[src/rtl/cabac_byte_feeder.sv]
// Bit-position sequencer and byte arbiter for the VVC CABAC value/range engine.
// Define CABAC_BYTE_PREFETCH_EN to add a one-byte holding buffer that hides refill stalls.
module cabac_byte_feeder #(
  parameter int INIT_BYTES = 3,
  parameter int CNT_W      = 16
) (
  input  logic                    clk,
  input  logic                    rst_n,
  input  logic                    start,
  input  logic [7:0]              bs_data,
  input  logic                    bs_valid,
  output logic                    bs_ready,
  input  logic                    dec_valid,
  output logic                    dec_ready,
  input  logic                    dec_bypass,
  input  logic [2:0]              dec_numBits,
  input  logic [1:0]              dec_nBin,
  input  logic                    dec_mps_lps,
  input  logic                    dec_mps_renorm,
  output logic [7:0]              byte_out,
  output logic                    byte_load,
  output logic signed [3:0]       bits_needed,
  output logic signed [3:0]       bits_needed_rb,
  output logic                    init_done,
  output logic [CNT_W-1:0]        bytes_consumed
);

  typedef enum logic [1:0] {IDLE, INIT, RUN, REFILL} state_t;

  localparam logic signed [3:0] BN_INIT = 4'sb1000;

  state_t            state;
  logic              step_hs;
  logic              bs_hs;
  logic              renorm;
  logic [2:0]        amt;
  logic signed [3:0] sum;
  logic              request;
  logic signed [3:0] bn_next;

`ifdef CABAC_BYTE_PREFETCH_EN
  logic       buf_valid;
  logic [7:0] buf_data;
  logic       use_buf;
`endif

  assign step_hs = dec_valid & dec_ready;
  assign bs_hs   = bs_valid & bs_ready;

  // Sum stays within [-8,6], so 4-bit signed arithmetic never overflows.
  always_comb begin
    renorm  = dec_bypass | dec_mps_lps | dec_mps_renorm;
    amt     = dec_bypass ? dec_numBits : {1'b0, dec_nBin} + 3'd1;
    sum     = renorm ? bits_needed + $signed({1'b0, amt}) : bits_needed;
    request = renorm & ~sum[3];
    bn_next = request ? sum + BN_INIT : sum;
  end

  // NOTE: every output gets a default first so no path leaves a latch.
  always_comb begin
    dec_ready = 1'b0;
    bs_ready  = 1'b0;
    byte_load = 1'b0;
    byte_out  = 8'h00;
`ifdef CABAC_BYTE_PREFETCH_EN
    use_buf   = 1'b0;
`endif
    if (!start) begin
      case (state)
        INIT:   bs_ready = 1'b1;
        RUN: begin
          dec_ready = 1'b1;
`ifdef CABAC_BYTE_PREFETCH_EN
          bs_ready  = ~buf_valid;
`endif
        end
        REFILL: bs_ready = 1'b1;
        default: ;
      endcase
    end
    if (bs_hs && (state == INIT || state == REFILL)) begin
      byte_load = 1'b1;
      byte_out  = bs_data;
    end
`ifdef CABAC_BYTE_PREFETCH_EN
    // A byte arriving alongside a requesting step is handed straight through.
    if (state == RUN && step_hs && request) begin
      if (buf_valid) begin
        byte_load = 1'b1;
        byte_out  = buf_data;
        use_buf   = 1'b1;
      end else if (bs_hs) begin
        byte_load = 1'b1;
        byte_out  = bs_data;
      end
    end
`endif
  end

  // NOTE: sequential state uses non-blocking assignments only, so every flop samples pre-edge values.
  always_ff @(posedge clk or negedge rst_n) begin
    if (!rst_n) begin
      state          <= IDLE;
      bits_needed    <= BN_INIT;
      bits_needed_rb <= 4'sd0;
      init_done      <= 1'b0;
      bytes_consumed <= '0;
    end else begin
      init_done <= 1'b0;
      if (byte_load && bytes_consumed != '1)
        bytes_consumed <= bytes_consumed + 1'b1;
      if (start) begin
        state          <= INIT;
        bits_needed    <= BN_INIT;
        bytes_consumed <= '0;
      end else begin
        case (state)
          INIT: begin
            if (bs_hs && bytes_consumed == CNT_W'(INIT_BYTES - 1)) begin
              state     <= RUN;
              init_done <= 1'b1;
            end
          end
          RUN: begin
            if (step_hs) begin
              bits_needed    <= bn_next;
              bits_needed_rb <= sum;
`ifdef CABAC_BYTE_PREFETCH_EN
              if (request && !buf_valid && !bs_hs) state <= REFILL;
`else
              if (request) state <= REFILL;
`endif
            end
          end
          REFILL: begin
            if (bs_hs) state <= RUN;
          end
          default: ;
        endcase
      end
    end
  end

`ifdef CABAC_BYTE_PREFETCH_EN
  // NOTE: buf_data needs no reset; buf_valid alone qualifies it.
  always_ff @(posedge clk or negedge rst_n) begin
    if (!rst_n) begin
      buf_valid <= 1'b0;
    end else if (start) begin
      buf_valid <= 1'b0;
    end else if (use_buf) begin
      buf_valid <= 1'b0;
    end else if (state == RUN && bs_hs && !(step_hs && request)) begin
      buf_valid <= 1'b1;
    end
  end

  always_ff @(posedge clk) begin
    if (state == RUN && bs_hs) buf_data <= bs_data;
  end
`endif

endmodule

[config.mk]
export PLATFORM = sky130hd
export DESIGN_NAME = cabac_byte_feeder
export DESIGN_NICKNAME = d
export VERILOG_FILES = /design/src/rtl/cabac_byte_feeder.sv
export SDC_FILE = /design/constraint.sdc
export NUM_CORES = 1
export LEC_CHECK = 0
export BUFFER_PORTS_ARGS = -buffer_cell sky130_fd_sc_hd__buf_2
export CORE_ASPECT_RATIO = 1.2
export CORE_MARGIN = 4
export CORE_UTILIZATION = 56
export CTS_BUF_LIST = sky130_fd_sc_hd__clkbuf_2 sky130_fd_sc_hd__clkbuf_4 sky130_fd_sc_hd__clkbuf_8
export DETAILED_ROUTE_END_ITERATION = 10
export GPL_ROUTABILITY_DRIVEN = 0
export PLACE_DENSITY = 0.88
export SYNTH_ARGS = -nofsm -noshare
export SYNTH_HDL_FRONTEND = slang
export SYNTH_SLANG_ARGS = --single-unit
export TNS_END_PERCENT = 10
[constraint.sdc]
create_clock -name clk -period 2.7 [get_ports clk]
set_clock_uncertainty 0.2 [all_clocks]
set_input_delay 0.135 -clock clk [delete_from_list [all_inputs] [get_ports clk]]
set_output_delay 0.135 -clock clk [all_outputs]
set_load 0.02 [all_outputs]
==> flow_summary.ini, run 1 <==
[worst_setup_path]
cp.required_ps = 2760
r2r_setup_slack_ps = 700
end_kind = flop
crit_arrival_ps = 2060
critPathMaxFanout = 7
path_class = flop to flop
startpoint_type = flop

[finish]
syn_to_final_growth_pct = 21.7
fin_cells = 266
final_core_util = 0.719
n_antenna_cell = 0
fin_nets = 261
nFillCells = 237
fin_area_mm2 = 0.00204
drive_above_1_share = 0.328

[routing]
wirelength_um = 4230
postRouteAntennaNets = 0
viasPerCell = 6.05
num_vias = 1610
firstDrtPassIters = 4
drtIter0Drc = 105
drc_errors = 0
wire_per_inst_um = 15.9

[clock_network]
clock_latency_ps = 340
cts.repair.resized = 0
htree_levels = 1
clk_pin_slew_ps = 150
cts_tree = done
clk_path_buf_depth = 2
root_buffer = clkbuf_4
numCtsBuffers = 3
postCtsSetupRepairBufs = 0
clock-sinks = 27
cts-hold-fix-buffers = 3

[synthesis]
synth_edf_count = 0
synth-main-ff-cell = dfrtp_1
avgSynthCellArea_um2 = 9.69
yosysWarnings = 0
syn_inst = 173
synth_nets = 201
async_reset_ff_frac = 1.00
synth.distinct_cells = 45
synth_seq_area_share = 0.404
synth.cell_area_mm2 = 0.00168
ys_ff_latch = 27

[sta]
worst_pin_slew_ps = 607
period_needed_ps = 2000
setup_viol = 0
fin_tns_setup_ps = 0
whs_ps = 30.1
rsz0062_at_grt = no
max_freq_mhz = 501
relSlewSlack = 0.595
finalCritPeriodShare = 0.739
slew_violations = 0
hold_viol = 0

[place]
dp.final_hpwl_um = 3190
place_inst = 259
place_area_mm2 = 0.00198
port_buffers = 56

[floorplan]
ioPinCount = 57
die_area_mm2 = 0.00394
start_util = 0.591
die_h_um = 67.9
die_w_um = 58.0
core_area_mm2 = 0.00284
rows = 21

[global_route]
grt_use_total = 0.236
grt_pass1_vias = 1558
met2_usage = 0.414
busiest_layer = met2
grt_overflow = 0
grt_max_degree = 28
antenna_found_initial = 0
use_met1 = 0.285
gr-usage-met3 = 0.0340
grt_pass1_wl_um = 7130

[power]
ir_drop_mv = 0.355
powerDensity_mw_per_mm2 = 359
p_leak_uw = 0.00103

[outcome]
status = finished clean

[worst_hold_path]
hold_class = input pin to flop

[flow_run]
maxCapViolations = 0
[flip-flops by register name (all words and copies together), names as in the netlist]
signal          count
bytes_consumed     16
bits_needed         4
bits_needed_rb      4
state               2
init_done           1
[metal layers]
metal | part of all wire | wire, um
met1 | 0.39 | 1650
met2 | 0.53 | 2250
met3 | 0.056 | 238
met4 | 0.022 | 92
met5 | 0 | 0
[worst paths after layout]
check	cells past startpoint	start	to
min in group asynchronous	2	rst_n	bytes_consumed[15]
max in group asynchronous	2	rst_n	state[1]
max reg2reg	5	bytes_consumed[0]	bytes_consumed[12]
min reg2reg	2	bits_needed_rb[0]	bits_needed_rb[0]
min	2	start	bytes_consumed[8]
max	5	bytes_consumed[0]	bytes_consumed[12]
[layout make-up]
cell class              instances  area, um^2  share of cell area
clock buffers                   4        30.0              0.0147
inverters                       8        30.0              0.0147
flip-flops and latches         27         677               0.332
repair buffers                 60         318               0.156
multi-input cells             133         943               0.462
well taps                      34        42.5              0.0208
[cell usage after synthesis, types with 2 or more instances]
| master | n | area share |
|---|---|---|
| dfrtp_1 | 26 | 0.39 |
| nand2_1 | 14 | 0.031 |
| a21oi_1 | 13 | 0.039 |
| o21ai_0 | 11 | 0.033 |
| and2_1 | 9 | 0.034 |
| inv_1 | 8 | 0.018 |
| nor2_1 | 7 | 0.016 |
| nor3_1 | 7 | 0.021 |
| or3_1 | 7 | 0.026 |
| ha_1 | 6 | 0.045 |
| nand3_1 | 6 | 0.018 |
| mux2i_1 | 5 | 0.030 |
| o31ai_1 | 5 | 0.022 |
| clkbuf_1 | 4 | 0.0090 |
| or4_1 | 4 | 0.018 |
| mux2_2 | 3 | 0.020 |
| nor2b_1 | 3 | 0.011 |
| nor4_1 | 3 | 0.011 |
| a41oi_1 | 2 | 0.010 |
| nand4_1 | 2 | 0.0075 |
| nand4_2 | 2 | 0.015 |
| o311ai_0 | 2 | 0.010 |
| xor2_1 | 2 | 0.010 |
[cell usage in the layout, fill, tap and decap left out, types with 2 or more instances in the layout]
cell type / count
nand2_1: 14
nor2_1: 7
o311ai_0: 2
mux2_2: 3
nand4_2: 2
o31ai_1: 5
clkbuf_4: 4
a41oi_1: 2
a21oi_1: 13
or3_1: 7
and2_1: 9
nor2b_1: 3
buf_2: 56
nand4_1: 2
mux2i_1: 5
nand3_1: 6
dfrtp_1: 26
o21ai_0: 11
inv_1: 8
nor3_1: 7
xor2_1: 2
nor4_1: 3
dlygate4sd3_1: 3
or4_1: 4
ha_1: 6
[stage by stage]
step / power, uW / worst slack (ps)
2_1_floorplan: 498 / 755
3_3_place_gp: 543 / 576
3_5_place_dp: 547 / 496
4_1_cts: 742 / 718
5_1_grt: 769 / 578
6_report: 734 / 704
[cell families after synthesis]
family | share of synthesized area
multiplexers | 0.0500
adder cells (fa/ha/maj) | 0.0567
buffers and inverters | 0.0336
XOR/XNOR | 0.0157
AO/OA/AOI/OAI | 0.149
AND/OR/NAND/NOR | 0.291
flip-flops | 0.404
[worst max-delay path: stages, from the launching register on]
cell and delay, ps:
dfrtp_1 460, ha_1 240, and3_1 260, o2111ai_4 190, or3_1 390, a21oi_1 160
[power breakdown]
part | switching, uW | total, uW | internal [uW]
combinational | 70.2 | 118 | 47.5
clock | 124 | 192 | 68.1
sequential | 10.8 | 424 | 413
total | 205 | 734 | 529
Note: power is estimated with default switching activity, not from simulation.
==> inputs of run 2 (changes only) <==
--- a/config.mk
+++ b/config.mk
@@ -5,14 +5,15 @@
 export SDC_FILE = /design/constraint.sdc
 export NUM_CORES = 1
 export LEC_CHECK = 0
+export ABC_AREA = 1
 export BUFFER_PORTS_ARGS = -buffer_cell sky130_fd_sc_hd__buf_2
 export CORE_ASPECT_RATIO = 1.2
 export CORE_MARGIN = 4
-export CORE_UTILIZATION = 56
+export CORE_UTILIZATION = 53
 export CTS_BUF_LIST = sky130_fd_sc_hd__clkbuf_2 sky130_fd_sc_hd__clkbuf_4 sky130_fd_sc_hd__clkbuf_8
 export DETAILED_ROUTE_END_ITERATION = 10
 export GPL_ROUTABILITY_DRIVEN = 0
-export PLACE_DENSITY = 0.88
+export PLACE_DENSITY = 0.82
 export SYNTH_ARGS = -nofsm -noshare
 export SYNTH_HDL_FRONTEND = slang
 export SYNTH_SLANG_ARGS = --single-unit
==> constraint.sdc (replaced) <==
create_clock -name clk -period 2 [get_ports clk]
set_clock_uncertainty 0.2 [all_clocks]
set_input_delay 0.1 -clock clk [delete_from_list [all_inputs] [get_ports clk]]
set_output_delay 0.1 -clock clk [all_outputs]
set_load 0.02 [all_outputs]
==> flow_summary.ini, run 2 <==
[outcome]
status = finished clean

[synthesis]
synth_seq_area_share = 0.358
synth_edf_count = 0
synth.cell_area_mm2 = 0.00189
synth.distinct_cells = 33
async_reset_ff_frac = 1.00
netlist.top_cell.by_area = dfrtp_1
synth-main-ff-cell = dfrtp_1
syn_inst = 270
yosysWarnings = 0
ys_ff_latch = 27
synthTopCellsByCount = nand2_1 (89), inv_1 (32), nor2_1 (32), dfrtp_1 (26), nand4_1 (16)
synthTopCellsByArea = dfrtp_1 (34%), nand2_1 (18%), inv_1 (6.3%)
synth_nets = 298
avgSynthCellArea_um2 = 7.01
yosysMostFrequentCell = nand2_1
yosys.area.top_type_share = 0.344

[routing]
num_vias = 1922
postRouteAntennaNets = 0
drc_errors = 0
drtIter0Drc = 88
wire_per_inst_um = 12.2
firstDrtPassIters = 4
wirelength_um = 4540
viasPerCell = 5.17

[global_route]
grt_pass1_vias = 1837
grt_overflow = 0
grt_use_total = 0.208
antenna_found_initial = 0
grt_max_degree = 28
grt_pass1_wl_um = 7860

[finish]
drive_above_1_share = 0.254
n_antenna_cell = 0
regArea_um2 = 678
mostFrequentLayoutCells = nand2_1 (89), buf_2 (56), inv_1 (32), nor2_1 (32), dfrtp_1 (25)
fin_nets = 364
final_common_cell = nand2_1
top_regs = bytes_consumed (16), bits_needed (4), bits_needed_rb (4)
syn_to_final_growth_pct = 22.1
fin_area_mm2 = 0.00231
multi_input_area_mm2 = 0.00103
largest_register_ffs = 16
nFillCells = 327
fin_cells = 372
max_flop_register = bytes_consumed

[worst_setup_path]
cpMaxStageDelayCell = dfrtp_2
crit_arrival_ps = 1860
startpoint_type = flop
cpMostUsedCell = nor2_8
path_buf_inv = 1
end_kind = flop
critPathMaxFanout = 16
path_class = flop to flop
crit_chain = ha_1, nand3_1, nor3_2, inv_2, nor2_8, nor2_8, nor2_8, nand2_1, nand2_1
crit_family = simple AND/OR/NAND/NOR gates
cp.required_ps = 2010
cp_slowest_stage_delay_ps = 410
critPathLaunch = bytes_consumed[1]
worstReg2RegStart = bytes_consumed[1]

[clock_network]
cts_tree = done
numCtsBuffers = 3
clock_latency_ps = 270
root_buffer = clkbuf_8
htree_levels = 1
clock-sinks = 27
clk_pin_slew_ps = 90
clk_path_buf_depth = 2

[flow_run]
maxCapViolations = 0

[power]
finalPower_uw = 1240
powerDensity_mw_per_mm2 = 537
ir_drop_mv = 0.258
p_leak_uw = 0.00135

[floorplan]
die_h_um = 73.5
die_area_mm2 = 0.00460
start_util = 0.557
die_w_um = 62.6
core_area_mm2 = 0.00340
ioPinCount = 57
rows = 23

[place]
port_buffers = 56
place_area_mm2 = 0.00224
dp.final_hpwl_um = 3480
place_inst = 366

[sta]
slew_violations = 0
setup_viol = 0
finalCritPeriodShare = 0.922
relSlewSlack = 0.604
period_needed_ps = 1840
max_freq_mhz = 542
hold_viol = 0
worst_pin_slew_ps = 593

[worst_hold_path]
hp-start = bs_valid
hold_class = input pin to flop
-- run 2: cell count changes after synthesis, moves of 9 or more --
cell / previous run / this run
nand2_1: 14 / 89
nand3_1: 6 / 15
inv_1: 8 / 32
and2_1: 9 / 0
nand4_1: 2 / 16
nor2_1: 7 / 32
-- run 2: worst paths after layout --
kind                            cells past startpoint                 to  slack (ps)
worst min register to register                      1  bits_needed_rb[3]         280
max in group asynchronous                           2  bytes_consumed[1]        1020
worst min-delay path                                5          init_done          40
min in group asynchronous                           2     bits_needed[0]         160
worst max-delay path                                9  bytes_consumed[8]         160
worst max register to register                      9  bytes_consumed[8]         160
-- run 2: power by group --
group          internal (uW)  switching [uW]  leakage, uW
Combinational            110             204     0.000967
Sequential               588            26.7     0.000362
Clock                    140             173    0.0000255
-- run 2: worst reg2reg max path: cells and delay by family, from the launching register on --
kind                       cells  cell delay [ps]
DFF                            1              410
buffers and inverters          1              110
adders and majority gates      1              180
and+or+nand+nor                7              890
-- run 2: cells by family (layout without fill, tap and decap cells) --
kind of cell             after synthesis  after routing  share of synthesized area
AO/OA/AOI/OAI                         20             20                     0.0582
XOR/XNOR                               5              5                     0.0231
adder cells (fa/ha/maj)                7              7                     0.0502
buffers and inverters                 44            109                      0.100
flip-flops                            27             27                      0.358
AND/OR/NAND/NOR                      167            167                      0.410
-- run 2: repair_timing --
item | 4_1_cts | 5_1_grt
setup buffers | 0 | 0
endpoints found under the setup margin | 0 | 13
resized for setup | 0 | 1
endpoints found under the hold margin | 29 | 0
hold buffers | 2 | 0
-- run 2: per-stage QoR --
| step | setup TNS, ps | worst slack, ps | hold slack (ps) | util |
|---|---|---|---|---|
| 6_report | 0 | 155 | 41.8 | 0.681 |
| 5_1_grt | -0.971 | -0.971 | 98.6 | 0.681 |
| 4_1_cts | 0 | 101 | 40.5 | 0.680 |
| 3_5_place_dp | 0 | 21.0 | -53.6 | 0.661 |
| 3_3_place_gp | 0 | 95.6 | -62.1 | 0.661 |
| 2_1_floorplan | 0 | 36.4 | -396 | - |
-- run 2: cell type report --
class	instances	share of cell area
multi-input cells	199	0.444
flip-flops and latches	27	0.293
repair buffers	67	0.159
inverters	38	0.0633
well taps	37	0.0200
clock buffers	3	0.0179
clock inverters	1	0.00217
-- run 2: metal layers --
metal / vias up / track usage / wire [um]
met5: - / 0 / 0
met4: 0 / 0.0588 / 51
met3: 7 / 0.0260 / 213
met2: 52 / 0.382 / 2290
met1: 873 / 0.258 / 1980
li1: 990 / - / -
